## src/rtl/axis_arb_pkg.sv

```systemverilog
// Shared types and default sizing for the packet-granular AXI-stream arbiter.
// ARB_PKT_CNT_EN (see axis_pkt_arbiter) adds per-source packet counters.
package axis_arb_pkg;

   typedef enum logic {
      IDLE = 1'b0,
      BUSY = 1'b1
   } arb_state_e;

   localparam int unsigned DEF_NUM_SRC    = 4;
   localparam int unsigned DEF_DATA_WIDTH = 32;
   localparam int unsigned DEF_CNT_WIDTH  = 16;

endpackage

```

## src/rtl/axis_rr_pick.sv

```systemverilog
// Combinational round-robin picker: first requester strictly after 'last',
// wrapping modulo NumSrc.
module axis_rr_pick
   import axis_arb_pkg::*;
#(
   parameter  int unsigned NumSrc  = DEF_NUM_SRC,
   localparam int unsigned IdWidth = $clog2(NumSrc)
) (
   input  logic [NumSrc-1:0]  req,
   input  logic [IdWidth-1:0] last,
   output logic [IdWidth-1:0] gnt_id,
   output logic               gnt_vld
);

   logic [IdWidth-1:0] idx;

   // Scan from the farthest offset down so the nearest requester after 'last' is written last and wins.
   always_comb begin
      gnt_vld = 1'b0;
      gnt_id  = '0;
      idx     = '0;
      for (int k = int'(NumSrc); k >= 1; k--) begin
         idx = IdWidth'((int'(last) + k) % int'(NumSrc));
         if (req[idx]) begin
            gnt_vld = 1'b1;
            gnt_id  = idx;
         end
      end
   end

endmodule

```

## src/rtl/axis_pkt_arbiter.sv

```systemverilog
// Packet-granular round-robin arbiter feeding one FIFO write port from NumSrc AXI-stream sources.
// Optional macro ARB_PKT_CNT_EN adds the pkt_cnt port with per-source completed-packet counters.
module axis_pkt_arbiter
   import axis_arb_pkg::*;
#(
   parameter  int unsigned NumSrc    = DEF_NUM_SRC,
   parameter  int unsigned DataWidth = DEF_DATA_WIDTH,
   parameter  int unsigned CntWidth  = DEF_CNT_WIDTH,
   localparam int unsigned IdWidth   = $clog2(NumSrc)
) (
   input  logic                      clk,
   input  logic                      reset_n,
   input  logic [NumSrc*DataWidth-1:0] s_tdata,
   input  logic [NumSrc-1:0]         s_tvalid,
   input  logic [NumSrc-1:0]         s_tlast,
   output logic [NumSrc-1:0]         s_tready,
   output logic                      m_req,
   output logic [DataWidth-1:0]      m_tdata,
   output logic                      m_tvalid,
   output logic                      m_tlast,
   input  logic                      m_tready,
   output logic [IdWidth-1:0]        grant_id,
`ifdef ARB_PKT_CNT_EN
   output logic [NumSrc*CntWidth-1:0] pkt_cnt,
`endif
   output logic                      busy
);

   arb_state_e         state;
   logic [IdWidth-1:0] last_grant;
   logic [IdWidth-1:0] pick_id;
   logic               pick_vld;
   logic               accept_last;

   axis_rr_pick #(.NumSrc(NumSrc)) u_pick (
      .req     (s_tvalid),
      .last    (last_grant),
      .gnt_id  (pick_id),
      .gnt_vld (pick_vld)
   );

   assign busy        = (state == BUSY);
   assign m_req       = busy;
   assign accept_last = m_tvalid & m_tready & m_tlast;

   // Zero-latency path from the granted source; everything is gated off while idle.
   always_comb begin
      m_tdata  = '0;
      m_tvalid = 1'b0;
      m_tlast  = 1'b0;
      s_tready = '0;
      for (int i = 0; i < int'(NumSrc); i++) begin
         if (busy && grant_id == IdWidth'(i)) begin
            m_tdata     = s_tdata[i*DataWidth +: DataWidth];
            m_tvalid    = s_tvalid[i];
            m_tlast     = s_tlast[i];
            s_tready[i] = m_tready;
         end
      end
   end

   always_ff @(posedge clk or negedge reset_n) begin
      if (!reset_n) begin
         state      <= IDLE;
         grant_id   <= '0;
         last_grant <= IdWidth'(NumSrc - 1);
      end else begin
         case (state)
            IDLE: begin
               if (pick_vld) begin
                  grant_id <= pick_id;
                  state    <= BUSY;
               end
            end
            BUSY: begin
               if (accept_last) begin
                  last_grant <= grant_id;
                  state      <= IDLE;
               end
            end
         endcase
      end
   end

`ifdef ARB_PKT_CNT_EN
   always_ff @(posedge clk or negedge reset_n) begin
      if (!reset_n) begin
         pkt_cnt <= '0;
      end else if (accept_last) begin
         for (int i = 0; i < int'(NumSrc); i++) begin
            if (grant_id == IdWidth'(i))
               pkt_cnt[i*CntWidth +: CntWidth] <= pkt_cnt[i*CntWidth +: CntWidth] + CntWidth'(1);
         end
      end
   end
`else
   logic unused_cnt_width;
   assign unused_cnt_width = (CntWidth != 0);
`endif

endmodule

```

## config.mk

```make
export PLATFORM = sky130hd
export DESIGN_NAME = axis_pkt_arbiter
export DESIGN_NICKNAME = d
export VERILOG_FILES = /design/src/rtl/axis_arb_pkg.sv /design/src/rtl/axis_rr_pick.sv /design/src/rtl/axis_pkt_arbiter.sv
export SDC_FILE = /design/constraint.sdc
export NUM_CORES = 1
export LEC_CHECK = 0
export ABC_AREA = 1
export CAP_MARGIN = 10
export CORE_MARGIN = 8
export CORE_UTILIZATION = 25
export DETAILED_ROUTE_END_ITERATION = 16
export PLACE_DENSITY_LB_ADDON = 0.12
export SYNTH_ARGS = -nofsm -noshare
export SYNTH_HDL_FRONTEND = slang
export SYNTH_HIERARCHICAL = 1
export SYNTH_SLANG_ARGS = --single-unit
export TNS_END_PERCENT = 5
```

## constraint.sdc

```tcl
create_clock -name clk -period 2.05 [get_ports clk]
set_input_delay 0.615 -clock clk [delete_from_list [all_inputs] [get_ports clk]]
set_output_delay 0.615 -clock clk [all_outputs]
set_load 0.01 [all_outputs]
```

======== After elaboration in Yosys (flattened, before gate mapping) ========
Index checks and enable logic that the tools add are counted.
cells by class
  equal/unequal tests ..................... 3
  multiplexer cells ....................... 35
  reduce and logical (&&, ||, !) cells .... 7
  order comparisons ....................... 4
  bitwise operators ....................... 3
  add/subtract/negate cells ............... 4
operator list
  kind                 number
  $mux 32              4
  $mux 1               22
  $lt 2x3->1 const B   4
  $bmux 1 s2           4
  $mux 2               4
  $add 2x1->2 const B  2
  $add 2x2->2 const B  2
  $eq 2x2->1 const B   2
  $logic_and 1x1->1    4
  $reduce_and 2->1     2
  $and 1x1->1          2
  $eq 2x1->1 const B   1
  $logic_not 2->1      1
  $pmux 1 s2           1
  $not 1->1            1
storage, ports and cells
  logic and storage cells ................. 59
  output and inout bits ................... 42
  bits in registers ....................... 5
  bits of input ports ..................... 139

======== Logic depth before layout (Yosys ltp) ========
  depth in word-level cells ............... 10
  gate-level depth with buffers ........... 12
  mapped depth without buffers ............ 11

======== Cells and area by module ========
Netlist, hierarchy kept.
modules (own cells, without submodules)
  module            times used  cells each  sequential area each (µm²)  area each (µm²)
  axis_pkt_arbiter  1           226         127.6                       1476.4
  axis_rr_pick      1           49          0.0                         226.5

======== Least setup slack after synthesis ========
No wires, ideal clock.
  kind .................................... reg-to-output
  from .................................... register grant_id[0]
  to ...................................... output m_tdata[1]
  cell stages (with the launch flop) ...... 6
  arrival time ............................ 1.222 ns
  setup slack ............................. 0.213 ns
  path buffers ............................ 2
  cell sequence ........................... dfrtp_1 buf_4 nor2_8 clkbuf_1 nand3_1 o2111ai_1
between the ends
  longest elaborated chain between the ends .. 6
  elaborated cells on any way between the ends .. 12
  those cells by class .................... eq/ne: 3; mux: 4; reduce/logical: 5
RTL lines
  item                    RTL line                text
  start, declared         axis_pkt_arbiter.sv:22  output logic [IdWidth-1:0] grant_id,
  start signal, assigned  axis_pkt_arbiter.sv:71  grant_id <= pick_id;
  $logic_not 2->1         axis_pkt_arbiter.sv:53  if (busy && grant_id == IdWidth'(i)) begin
  $logic_and 1x1->1       axis_pkt_arbiter.sv:53
  $mux 32 (3 in series)   axis_pkt_arbiter.sv:53
  $mux 32 (*)             axis_pkt_arbiter.sv:53
  end, declared           axis_pkt_arbiter.sv:18  output logic [DataWidth-1:0] m_tdata,
Mark *: on every way between the ends. The rest lies on a longest branch, timed or not.

======== Worst setup path in the final report ========
  from .................................... register state (netlist: busy)
  to ...................................... output m_tdata[17]
between the ends
  longest elaborated chain between the ends .. 5
  elaborated cells on any way between the ends .. 8
  those cells by class .................... mux: 4; reduce/logical: 4
RTL lines
  item                    RTL line                text
  start, declared         axis_pkt_arbiter.sv:29  arb_state_e state;
  start signal, assigned  axis_pkt_arbiter.sv:64  state <= IDLE;
  start signal, assigned  axis_pkt_arbiter.sv:72  state <= BUSY;
  start signal, assigned  axis_pkt_arbiter.sv:78  state <= IDLE;
  $logic_and 1x1->1       axis_pkt_arbiter.sv:53
  $mux 32 (3 in series)   axis_pkt_arbiter.sv:53
  $mux 32 (*)             axis_pkt_arbiter.sv:53
Marks and branches as above.

==> out/metrics.yaml <==
global_routing:
  grt_pass1_vias: 2793
  grt_use_total: 0.189
  grt-ovfl-total: 0
  grt_pass1_wl_um: 15100
  antenna_found_initial: 0
  grt_max_degree: 24
critical_path:
  worst_setup_path_end_kind: "output pin"
  start_kind: "flip-flop"
  r2r_end: "busy"
  crit_required_ns: 1.43
  rr_worst_depth: 11
  startpoint: "busy"
  crit_type: "reg -> out"
  rrSetupSlack_ns: 0.54
  cp.arrival_ns: 1.53
  timing.rr.start: "grant_id[0]"
  critPathMaxFanout: 5
timing:
  post-route-period-util: 1.04
  hold_viol: 0
  fin_ws_ns: -0.0910
  fmax_mhz: 467
  worst_pin_slew_ns: 0.243
  hold_ws_ns: 0.494
  fin_worst_skew_ns: 0.000344
  setup_viol_count_final: 35
  min_period_ns: 2.14
  max-slew-margin-rel: 0.838
  rsz0062_at_grt: "true"
  final_max_slew_viol_count: 0
synthesis:
  synth_top_area_cell: "o2111ai_2"
  yosys_register_bits: 5
  ys_seq_area_frac: 0.0749
  synth_top_area_frac: 0.256
  syn-num-nets: 414
  syn_area_sq_um: 1700
  yosys_warnings: 6
  syn_inst: 275
  syn_area_per_cell_sq_um: 6.19
  synth_area_leaders: "o2111ai_2 (26%), nand2_1 (23%), nand3_1 (11%), inv_1 (8.8%), dfrtp_1 (4.4%)"
  synth_cell_types: 26
drt:
  wire_per_inst_um: 17.0
  drt_drc_violations_left: 0
  wl_um: 9530
  antenna_left: 0
  drt-pass1-iter-count: 4
  vias: 2687
  drtIter0Drc: 49
  vias_per_cell: 4.81
final_layout:
  final_util: 0.588
  nNetsFinal: 619
  fill_cells: 629
  diodes: 0
  fin_area_sq_um: 3930
  drive_gt1_frac: 0.355
  syn2layout_area_growth_pct: 131
cts:
  clk_pin_slew_worst_paths_ns: 0.03
  htreeDepth: 1
  insertion_delay_ns: 0.22
  cts_tree: "done"
  cts_sinks: 5
  cts_buffer_depth: 2
  hold_buffers: 0
  root_buffer: "clkbuf_8"
  tritoncts.num_buffers: 3
placed_design:
  placed_area_sq_um: 3780
  pre_cts_ws_ns: -0.547
  io_buffers: 180
  post-dp-hpwl_um: 7720
  routabilityCongestion: 0.818
die:
  io_pins: 181
  start_util: 0.255
  die_w_um: 98.5
  fp.dieH_um: 98.5
  core-area_sq_um: 6680
  std_cell_rows: 30
  dieArea_sq_um: 9710
run_status:
  run_status: "finished, violations left"
  violations: "negative setup slack"
pwr:
  power-per-cell-area_nw_per_um2: 1190
  p_total_mw: 4.67
  ir_worst_vdd_uv: 762
  leakage_nw: 1.85
min_path:
  hp-class: "reg -> reg"
  hold_depth: 2
  worstHoldStart: "last_grant[1]"
  hold_end: "last_grant[1]"
run:
  maxCapViolations: 0
report_power, final:
part / internal [mW] / switching [mW]
Sequential: 0.163 / 0.0784
Clock: 0.133 / 0.0492
Combinational: 2.11 / 2.14
logic make-up (layout without fill, tap and decap cells):
logic type             count (synthesis)  in the layout  synth area share
AND/OR/NAND/NOR                      169            169             0.456
AO/OA/AOI/OAI                         35             35             0.282
flip-flops                             5              5            0.0749
buffers and inverters                 66            270             0.187
sequential cells by signal (all words and copies together), names as in the netlist:
signal	flops
busy	1
last_grant	2
grant_id	2
cells in the final DEF (no fill, tap or decap), types with 2 or more instances in the layout:
cell type,n
nand2_1,73
buf_6,8
buf_4,23
clkdlybuf4s50_1,138
o2111ai_2,32
nor2_2,4
dfstp_2,2
clkbuf_8,3
dlygate4sd2_1,3
dfrtp_1,2
buf_8,2
inv_4,2
buf_12,8
nor2_4,2
nand2_2,33
nand3_2,2
nor2_1,5
inv_1,39
a21oi_1,2
buf_2,35
nand3_1,38
nand4_1,6
inv_2,4
critical path, cell delays in order (launching register included):
cell and delay (ns):
dfrtp_2 0.43, inv_2 0.09, nor2_4 0.04, nand2_2 0.08, inv_4 0.05, buf_12 0.13, clkbuf_16 0.15, nand2_1 0.07
o2111ai_2 0.09, buf_2 0.16
layout make-up:
cell class / count / area [sq um] / share of cell area
well taps: 80 / 100 / 0.0255
repair buffers: 220 / 2100 / 0.535
multi-input cells: 204 / 1370 / 0.349
flip-flops and latches: 5 / 129 / 0.0328
clock buffers: 4 / 45.0 / 0.0115
inverters: 46 / 185 / 0.0471
how the worst max path moves through the flow:
stage / to / slack, ns / depth (start not counted)
after CTS: m_tdata[12] / -0.07 / 9
after global placement: m_tvalid / -0.56 / 6
final: m_tdata[17] / -0.09 / 9
after global routing: m_tdata[16] / -0.16 / 9
after floorplan: m_tdata[1] / 0.21 / 5
after detailed placement: m_tvalid / -0.55 / 6
metal layers:
metal	up-vias	global-route usage	part of all wire
met5	-	0	0
met4	0	0.0319	0.011
met3	9	0.0521	0.083
met2	124	0.339	0.50
met1	1226	0.219	0.41
li1	1328	-	-
cells in the mapped netlist:
cell,number
clkbuf_1,3
dfrtp_1,3
inv_1,40
and2_4,1
dfstp_2,2
nor2_8,1
nor2_2,1
nand2_1,103
inv_8,1
nand4_2,1
buf_4,2
nand2_2,4
buf_2,9
nand3_2,2
nand4_1,6
buf_6,6
nor4_1,1
nand3_1,38
o2111ai_1,3
nor2_4,1
inv_2,5
nor2_1,9
nand3_4,1
o2111ai_2,29
o21ai_2,1
a21oi_1,2
stage by stage:
step / std cells / setup TNS, ns
finish: 559 / -1.71
global route: 559 / -4.70
CTS: 557 / -1.77
detailed placement: 547 / -16.46
global placement: 547 / -16.18
floorplan: 275 / 0
what timing repair did:
item	in CTS	in global routing
buffers inserted	4	1
endpoints found under the hold margin	0	0
resized for setup	187	29
pin swaps	4	2
gates cloned	2	1
endpoints found under the setup margin	40	40
(Power assumes the default switching activity.)
